--- config.mk ---
export PLATFORM = sky130hd
export DESIGN_NAME = clock_divider_prog
export DESIGN_NICKNAME = d
export VERILOG_FILES = /design/src/rtl/clkdiv_pkg.sv /design/src/rtl/dff_sync.sv /design/src/rtl/clock_divider_prog.sv
export SDC_FILE = /design/constraint.sdc
export NUM_CORES = 1
export LEC_CHECK = 0
export BUFFER_PORTS_ARGS = -buffer_cell sky130_fd_sc_hd__buf_2
export CAP_MARGIN = 15
export CORE_UTILIZATION = 49
export DETAILED_ROUTE_END_ITERATION = 8
export MAX_ROUTING_LAYER = met4
export PLACE_DENSITY = 0.74
export SYNTH_ARGS = -nofsm -noshare
export SYNTH_HDL_FRONTEND = slang
export SYNTH_SLANG_ARGS = --single-unit
--- constraint.sdc ---
create_clock -name clock -period 2.1 [get_ports clock]
set_input_delay 0.105 -clock clock [delete_from_list [all_inputs] [get_ports clock]]
set_output_delay 0.105 -clock clock [all_outputs]
set_load 0.05 [all_outputs]
--- src/rtl/clkdiv_pkg.sv ---
// Purpose: shared types and constants for the programmable clock divider.
// Latency: n/a (declarations only).
// Backpressure: n/a.
// Contents: state_t (IDLE/RUN) and DIV_MIN, the smallest divisor the block stores.
package clkdiv_pkg;

  typedef enum logic {
    IDLE = 1'b0,
    RUN  = 1'b1
  } state_t;

  // A requested divisor of 0 is stored as this value.
  localparam int DIV_MIN = 1;

endpackage

--- src/rtl/dff_sync.sv ---
// Purpose: D flip-flop with synchronous active-high reset, used for registered outputs.
// Latency: 1 cycle from d to q.
// Backpressure: none.
// Ports: clock (rising edge), reset (sync, active-high, clears q), d (data in), q (data out).
module dff_sync #(
  parameter int W = 1
) (
  input  logic         clock,
  input  logic         reset,
  input  logic [W-1:0] d,
  output logic [W-1:0] q
);

  always_ff @(posedge clock) begin
    if (reset) q <= '0;
    else       q <= d;
  end

endmodule

--- src/rtl/clock_divider_prog.sv ---
// Purpose: programmable tick divider; one-cycle tick on clock_out every N enabled cycles.
// Latency: tick is registered one cycle after the terminal count; the first tick comes N+1 cycles after enable rises.
// Backpressure: div_ready drops while a new divisor is waiting; the divisor is applied at the next wrap, or at once when idle.
// Ports: clock, reset (sync, active-high), enable, div_in/div_valid/div_ready (divisor handshake),
//        clock_out (tick), count (counter Q), sq_out (square wave).
// Build option: define CLKDIV_SQUARE_EN to generate sq_out; otherwise sq_out is tied to 0.
module clock_divider_prog #(
  parameter int WIDTH     = 9,
  parameter int DIV_RESET = 500
) (
  input  logic             clock,
  input  logic             reset,
  input  logic             enable,
  input  logic [WIDTH-1:0] div_in,
  input  logic             div_valid,
  output logic             div_ready,
  output logic             clock_out,
  output logic [WIDTH-1:0] count,
  output logic             sq_out
);
  import clkdiv_pkg::*;

  state_t           state;
  state_t           state_nxt;
  logic             run;
  logic [WIDTH-1:0] q;
  logic [WIDTH-1:0] div_q;
  logic [WIDTH-1:0] pend_div;
  logic             pending;
  logic             terminal;
  logic             transfer;
  logic             apply;
  logic [WIDTH-1:0] div_cap;

  // ---------------- FSM: state register ----------------
  always_ff @(posedge clock) begin
    if (reset) state <= IDLE;
    else       state <= state_nxt;
  end

  // ---------------- FSM: next state ----------------
  always_comb begin
    state_nxt = state;
    case (state)
      IDLE:    if (enable)  state_nxt = RUN;
      RUN:     if (!enable) state_nxt = IDLE;
      default: state_nxt = IDLE;
    endcase
  end

  // ---------------- FSM: outputs ----------------
  always_comb begin
    run = 1'b0;
    case (state)
      RUN:     run = 1'b1;
      default: run = 1'b0;
    endcase
  end

  // ---------------- counter and divisor reload ----------------
  assign terminal  = run && (q == (div_q - WIDTH'(1)));
  assign div_ready = !pending;
  assign transfer  = div_valid && !pending;
  // Reload only at a wrap, so a running period is never shortened or stretched;
  // while idle Q is already 0, so the reload can land immediately.
  assign apply     = pending && (terminal || !run);
  assign div_cap   = (div_in == '0) ? WIDTH'(DIV_MIN) : div_in;

  always_ff @(posedge clock) begin
    if (reset) begin
      q        <= '0;
      div_q    <= WIDTH'(DIV_RESET);
      pend_div <= '0;
      pending  <= 1'b0;
    end else begin
      if (!run || terminal) q <= '0;
      else                  q <= q + WIDTH'(1);

      if (apply) begin
        div_q   <= pend_div;
        pending <= 1'b0;
      end
      // transfer needs !pending and apply needs pending, so they never collide;
      // a transfer on a terminal-count cycle waits for the following wrap.
      if (transfer) begin
        pend_div <= div_cap;
        pending  <= 1'b1;
      end
    end
  end

  assign count = q;

  // ---------------- registered outputs ----------------
  dff_sync #(.W(1)) u_tick (
    .clock (clock),
    .reset (reset),
    .d     (terminal),
    .q     (clock_out)
  );

`ifdef CLKDIV_SQUARE_EN
  logic [WIDTH-1:0] half;
  logic             sq_d;

  // ceil(div_q/2): odd divisors keep the output high one extra cycle.
  assign half = (div_q >> 1) + {{(WIDTH-1){1'b0}}, div_q[0]};
  assign sq_d = run && (q < half);

  dff_sync #(.W(1)) u_sq (
    .clock (clock),
    .reset (reset),
    .d     (sq_d),
    .q     (sq_out)
  );
`else
  assign sq_out = 1'b0;
`endif

endmodule

; ---- Word level (Yosys, flattened, before mapping)
; Cells that the tools add are included.
[totals]
reg_bits = 30
input_bits = 13
output_inout_bits = 12
elab_cells = 23
[op_classes]
n_addsub = 2
n_eq_ne = 1
mux = 5
n_reduce_logical = 9
[ops]
columns = operator, count
row1 = $add A9 B1 Y9 const B, 1
row2 = $eq A9 B9 Y1, 1
row3 = $logic_not A9 Y1, 1
row4 = $mux W9, 1
row5 = $sub A9 B1 Y9 const B, 1
row6 = $mux W1, 4
row7 = $logic_and A1 B1 Y1, 3
row8 = $logic_not A1 Y1, 2
row9 = $reduce_bool A2 Y1, 1
row10 = $reduce_or A2 Y1, 1
row11 = $logic_or A1 B1 Y1, 1

; ---- Longest topological paths before layout
[logic_depth]
word_depth = 7
depth_mapped = 9
depth_no_buf = 8

; ---- Hierarchy
; Synthesis repeated with hierarchy kept, for this count alone.
[unflattened]
cells_unflattened = 177
area_unflattened_um2 = 1537.7
[by_module_without_submodules]
columns = module, n_inst, cells_each, area_per_inst_um2, seq_area_each_um2
row1 = clock_divider_prog, 1, 175, 1503.9, 580.6
row2 = dff_sync, 1, 2, 33.8, 20.0

; ---- Worst setup path after synthesis
; Ideal clock, no wire load.
[synth_path]
path_kind = register to register
from = reg div_q[0]
to = reg div_q[0]
setup_time_ns = 0.072
t_arrival_ns = 2.243
t_required_ns = 2.028
setup_slack_ns = -0.215
stages_incl_launch_ff = 10
path_buffers = 1
synth_period_minus_slack_ns = 2.315
path_cell_list = dfxtp_1 -> inv_1 -> ha_1 -> or3b_2 -> nor4_1 -> a2bb2oi_1 -> a221o_2 -> o22ai_2 -> buf_6 -> mux2i_1
[synth_between]
elab_chain_cells = 5
[synth_lines]
columns = element, line_no
row1 = start: declaration, clock_divider_prog.sv:27  ; logic [WIDTH-1:0] div_q;
row2 = start signal: assignment, clock_divider_prog.sv:72  ; div_q <= WIDTH'(DIV_RESET);
row3 = start signal: assignment, clock_divider_prog.sv:80  ; div_q <= pend_div;
row4 = $sub A9 B1 Y9, clock_divider_prog.sv:61  ; assign terminal = run && (q == (div_q - WIDTH'(1)));
row5 = $eq A9 B9 Y1, clock_divider_prog.sv:61
row6 = $logic_and A1 B1 Y1, clock_divider_prog.sv:61
row7 = $logic_or A1 B1 Y1, clock_divider_prog.sv:66  ; assign apply = pending && (terminal || !run);
row8 = $logic_and A1 B1 Y1, clock_divider_prog.sv:66
; No other way between the ends.
; A chain may end at the register's enable or synchronous reset.

; ---- Worst setup path in the final report
[layout_path]
from = reg div_q[0]
to = reg q[6], in the netlist count[6]
[layout_between]
elab_chain_cells = 5
[layout_lines]
columns = element, line_no
row1 = $sub A9 B1 Y9, clock_divider_prog.sv:61
row2 = $eq A9 B9 Y1, clock_divider_prog.sv:61
row3 = $logic_and A1 B1 Y1, clock_divider_prog.sv:61
row4 = $logic_or A1 B1 Y1, clock_divider_prog.sv:76  ; if (!run || terminal) q <= '0;
row5 = $reduce_or A2 Y1 (no source line), --
row6 = end signal: assignment, clock_divider_prog.sv:77  ; else q <= q + WIDTH'(1);
row7 = end: declaration, clock_divider_prog.sv:26  ; logic [WIDTH-1:0] q;
; No other way between the ends.

==> report_table.html <==
<table>
<tr><th>Metric</th><th>Value</th></tr>
<tr><th colspan="2">Outcome</th></tr>
<tr><td>Run status</td><td>finished with violations</td></tr>
<tr><td>Violated checks</td><td>design-rule violations, negative setup slack</td></tr>
<tr><th colspan="2">Timing</th></tr>
<tr><td>Final slew viol count</td><td>0</td></tr>
<tr><td>Transition at the pin with the smallest max-transition slack</td><td>0.634 ns</td></tr>
<tr><td>Slew Limit Headroom</td><td>57.6%</td></tr>
<tr><td>Finish-stage setup viols</td><td>19</td></tr>
<tr><td>RSZ-0062 raised after global routing</td><td>yes</td></tr>
<tr><td>Highest attainable clock frequency</td><td>0.440 GHz</td></tr>
<tr><td>Final min period</td><td>2.27 ns</td></tr>
<tr><td>Final cycle utilization of the critical path</td><td>108%</td></tr>
<tr><td>Final hold vios</td><td>0</td></tr>
<tr><td>Setup_tns</td><td>-2.38 ns</td></tr>
<tr><td>Worst clock skew on the final layout</td><td>0.00747 ns</td></tr>
<tr><td>Final critical-path setup slack</td><td>-0.175 ns</td></tr>
<tr><th colspan="2">GRT</th></tr>
<tr><td>Number of global-route vias before repair</td><td>1374</td></tr>
<tr><td>Overall global routing resource usage</td><td>24.6%</td></tr>
<tr><td>Initial antenna violation count</td><td>0</td></tr>
<tr><td>Remaining global-route overflow</td><td>0</td></tr>
<tr><td>Largest net degree at the start of global routing</td><td>31</td></tr>
<tr><td>Wire length of the first global-routing pass</td><td>5880 µm</td></tr>
<tr><th colspan="2">Worst setup path</th></tr>
<tr><td>CP startpoint kind</td><td>register</td></tr>
<tr><td>Crit path DAT</td><td>2.52 ns</td></tr>
<tr><td>Register-to-register setup slack</td><td>-0.17 ns</td></tr>
<tr><td>CP Data Required Time</td><td>2.34 ns</td></tr>
<tr><td>Crit path to</td><td>count[6]</td></tr>
<tr><td>Crit Reg-Reg Endpoint</td><td>count[6]</td></tr>
<tr><td>Crit path from</td><td>div_q[0]</td></tr>
<tr><td>Capturing element type of the critical path</td><td>register</td></tr>
<tr><td>Worst-case reg-to-reg path depth</td><td>9</td></tr>
<tr><td>Crit Reg-Reg Startpoint</td><td>div_q[0]</td></tr>
<tr><td>Worst Path Class, Setup</td><td>register to register</td></tr>
<tr><td>Largest fanout on the critical path</td><td>5</td></tr>
<tr><th colspan="2">Yosys</th></tr>
<tr><td>Largest family of logic cells by synthesized area</td><td>simple AND/OR/NAND/NOR gates</td></tr>
<tr><td>Number of register bits inferred by synthesis</td><td>30</td></tr>
<tr><td>Adder and majority gate portion of the synthesized area</td><td>1.66%</td></tr>
<tr><td>Number of enable-type register cells in the synthesized netlist</td><td>0</td></tr>
<tr><td>Async SR Flop Fraction</td><td>0%</td></tr>
<tr><td>Sequential fraction of the synthesis area</td><td>39.8%</td></tr>
<tr><td>Post-Synth XOR/XNOR Area</td><td>10.4%</td></tr>
<tr><td>Number of distinct standard cells referenced by the synthesized netlist</td><td>39</td></tr>
<tr><td>Synthesis warning total</td><td>0</td></tr>
<tr><td>Synthesized area divided by synthesized cell count</td><td>8.53 µm²</td></tr>
<tr><td>Share of synthesized cell area in and, or, nand and nor gates</td><td>24.9%</td></tr>
<tr><td>Multiplexer area fraction after synthesis</td><td>5.97%</td></tr>
<tr><td>Number of cells produced by synthesis</td><td>177</td></tr>
<tr><td>Area fraction in compound gates after synthesis</td><td>12.2%</td></tr>
<tr><td>Most instantiated flip-flop cell in the synthesis netlist</td><td>sky130_fd_sc_hd__dfxtp_1</td></tr>
<tr><td>Post-synthesis instance area</td><td>1510 µm²</td></tr>
<tr><td>Net count of the mapped netlist</td><td>192</td></tr>
<tr><th colspan="2">Placed design</th></tr>
<tr><td>Final GP Congestion</td><td>0.764</td></tr>
<tr><td>Post-DP HPWL</td><td>2230 µm</td></tr>
<tr><td>Post-place setup slack</td><td>-0.180 ns</td></tr>
<tr><td>Placed cells</td><td>234</td></tr>
<tr><td>Input/output buffers</td><td>23</td></tr>
<tr><th colspan="2">Final layout</th></tr>
<tr><td>Leading cell types in the layout, fill and taps excluded</td><td>sky130_fd_sc_hd__dfxtp_1 (28), sky130_fd_sc_hd__buf_2 (23), sky130_fd_sc_hd__nand2_1 (21)</td></tr>
<tr><td>Non-filler cells, final</td><td>248</td></tr>
<tr><td>Final-stage net count</td><td>231</td></tr>
<tr><td>Signed area change from the synthesized netlist to the final layout</td><td>28.6%</td></tr>
<tr><td>Antenna Diode Count</td><td>0</td></tr>
<tr><td>Ratio of cells with drive above 1 in the final layout</td><td>33.6%</td></tr>
<tr><td>End-of-flow core utilization</td><td>68.6%</td></tr>
<tr><td>Most frequent standard cell in the layout excluding fill and tap cells</td><td>sky130_fd_sc_hd__dfxtp_1</td></tr>
<tr><th colspan="2">Route</th></tr>
<tr><td>Pre-antenna DRT Iters</td><td>6</td></tr>
<tr><td>Via total after detailed routing</td><td>1345</td></tr>
<tr><td>Count of routing violations after the opening detailed-route iteration</td><td>46</td></tr>
<tr><td>Wire per inst</td><td>13.5 µm</td></tr>
<tr><td>Final routed wirelength across all metal layers</td><td>3340 µm</td></tr>
<tr><td>Final antenna-violating net count</td><td>0</td></tr>
<tr><td>Detail-routed via count per cell</td><td>5.42</td></tr>
<tr><td>Final routed DRC violation total</td><td>1</td></tr>
<tr><th colspan="2">Die</th></tr>
<tr><td>Area enclosed by the die boundary</td><td>3310 µm²</td></tr>
<tr><td>Num rows</td><td>19</td></tr>
<tr><td>DIE WIDTH</td><td>57.5 µm</td></tr>
<tr><td>Initial standard-cell utilization of the core</td><td>53.4%</td></tr>
<tr><td>Floorplan core area</td><td>2830 µm²</td></tr>
<tr><td>Height of the chip</td><td>57.5 µm</td></tr>
<tr><td># IOs</td><td>25</td></tr>
<tr><th colspan="2">Power</th></tr>
<tr><td>Net switching fraction of the power</td><td>27.9%</td></tr>
<tr><td>P per Cell Area</td><td>603 nW/µm²</td></tr>
<tr><td>Internal cell power</td><td>0.000845 W</td></tr>
<tr><td>Leakage power total</td><td>0.721 nW</td></tr>
<tr><td>Reg power frac</td><td>52.6%</td></tr>
<tr><td>Worst IR drop on VDD</td><td>0.000409 V</td></tr>
<tr><td>Share of power burned in the clock network</td><td>31.6%</td></tr>
<tr><td>Total net switching power</td><td>0.000327 W</td></tr>
<tr><td>Part of the power in combinational logic</td><td>15.8%</td></tr>
<tr><th colspan="2">Job</th></tr>
<tr><td>Max cap viols</td><td>0</td></tr>
<tr><th colspan="2">Clock tree</th></tr>
<tr><td>Clock transition at the registers of the reported paths</td><td>0.10 ns</td></tr>
<tr><td># clock sinks</td><td>30</td></tr>
<tr><td>Clock H-tree levels</td><td>2</td></tr>
<tr><td>TritonCTS clock tree</td><td>built</td></tr>
<tr><td>Clock network latency to the later pin of the worst-skew pair</td><td>0.34 ns</td></tr>
<tr><td>Clock Path Buffers</td><td>2</td></tr>
<tr><td>CTS root buffer</td><td>sky130_fd_sc_hd__clkbuf_4</td></tr>
<tr><td>Total clock buffers created by CTS</td><td>5</td></tr>
<tr><th colspan="2">Min path</th></tr>
<tr><td>Worst hold path type</td><td>input pin to register</td></tr>
</table>
-- worst max-delay path: stages (launching register included) --
cell                      delay (ns)
sky130_fd_sc_hd__dfxtp_2        0.35
sky130_fd_sc_hd__or4_4          0.54
sky130_fd_sc_hd__or4_4          0.51
sky130_fd_sc_hd__a21oi_4        0.15
sky130_fd_sc_hd__buf_6          0.12
sky130_fd_sc_hd__nor2_4         0.04
sky130_fd_sc_hd__o21ai_4        0.17
sky130_fd_sc_hd__buf_6          0.14
sky130_fd_sc_hd__buf_12         0.11
sky130_fd_sc_hd__nor2_2         0.04
-- cells in the mapped netlist (2+ instances only) --
cell,number,area share (%)
sky130_fd_sc_hd__nor4_1,4,1.7
sky130_fd_sc_hd__nor3b_1,2,0.99
sky130_fd_sc_hd__xor2_1,5,2.9
sky130_fd_sc_hd__or4_4,2,1.5
sky130_fd_sc_hd__clkbuf_1,5,1.2
sky130_fd_sc_hd__nand3_1,5,1.7
sky130_fd_sc_hd__nand2_1,21,5.2
sky130_fd_sc_hd__nand2b_1,5,2.1
sky130_fd_sc_hd__nor2_1,25,6.2
sky130_fd_sc_hd__dfxtp_1,30,40
sky130_fd_sc_hd__mux2i_1,9,6.0
sky130_fd_sc_hd__nor3_1,4,1.3
sky130_fd_sc_hd__ha_1,2,1.7
sky130_fd_sc_hd__buf_6,2,1.5
sky130_fd_sc_hd__a21oi_1,11,3.6
sky130_fd_sc_hd__nor2b_1,4,1.7
sky130_fd_sc_hd__xnor2_1,13,7.5
sky130_fd_sc_hd__inv_1,5,1.2
sky130_fd_sc_hd__a211oi_1,2,0.99
sky130_fd_sc_hd__o21ai_0,2,0.66
-- routing by layer --
metal / part of all wire, % / routed length, µm / up-vias / global-route usage [%]
met3: 3.9 / 130 / 11 / 5.44
li1: - / - / 684 / -
met1: 43 / 1440 / 613 / 27.1
met4: 3.2 / 108 / 0 / 15.0
met2: 50 / 1660 / 37 / 40.2
met5: 0 / 0 / - / -
-- final cells by class --
cell class                      count  area, µm²
Fill cell                         232        887
Clock buffer                        7       55.1
Multi-Input combinational cell    133        923
Inverter                            5       18.8
Tap cell                           31       38.8
Sequential cell                    30        603
Clock inverter                      1       5.00
Timing Repair Buffer               41        298
-- power by group through the flow --
stage          clock (W)  combinational, W  sequential, W
2_1_floorplan          0          0.000117       0.000625
3_3_place_gp           0          0.000156       0.000627
3_5_place_dp           0          0.000162       0.000629
4_1_cts         0.000376          0.000185       0.000616
5_1_grt         0.000407          0.000203       0.000621
6_report        0.000370          0.000185       0.000617
-- through the flow --
stage	area, µm²	hold slack [ns]	power (W)
2_1_floorplan	1530	0.233	0.000742
3_3_place_gp	1740	0.312	0.000783
3_5_place_dp	1740	0.322	0.000791
4_1_cts	1930	0.00250	0.00118
5_1_grt	1940	0.00598	0.00123
6_report	1940	0.00908	0.00117
-- registers in the layout, summed over array words and instances (netlist names) --
signal	flops
div_q	9
state	1
pending	1
pend_div	9
u_tick.q	1
count	9
-- repair_timing --
action,CTS,global route
gates cloned,1,0
resized for setup,14,12
buffers inserted,3,0
endpoints found under the hold margin,3,0
hold buffers,3,0
pin swaps,2,2
endpoints found under the setup margin,19,19
-- logic make-up after synthesis --
| logic type | Yosys count |
|---|---|
| fa+ha+maj | 2 |
| other cells | 1 |
| buf+inv | 14 |
| mux | 9 |
| flops | 30 |
| simple gates | 77 |
| xor+xnor | 18 |
| compound gates | 26 |
-- how the worst min path moves through the flow --
stage	slack (ns)	to	start	cells past startpoint
5_1_grt	0.006	pend_div[1]	div_in[1]	3
3_5_place_dp	0.32	state	enable	2
3_3_place_gp	0.31	state	enable	2
2_1_floorplan	0.23	state	enable	1
4_1_cts	0.002	pend_div[2]	div_in[2]	3
6_report	0.009	pend_div[2]	div_in[2]	3
Note: power is estimated with default switching activity, not from simulation.
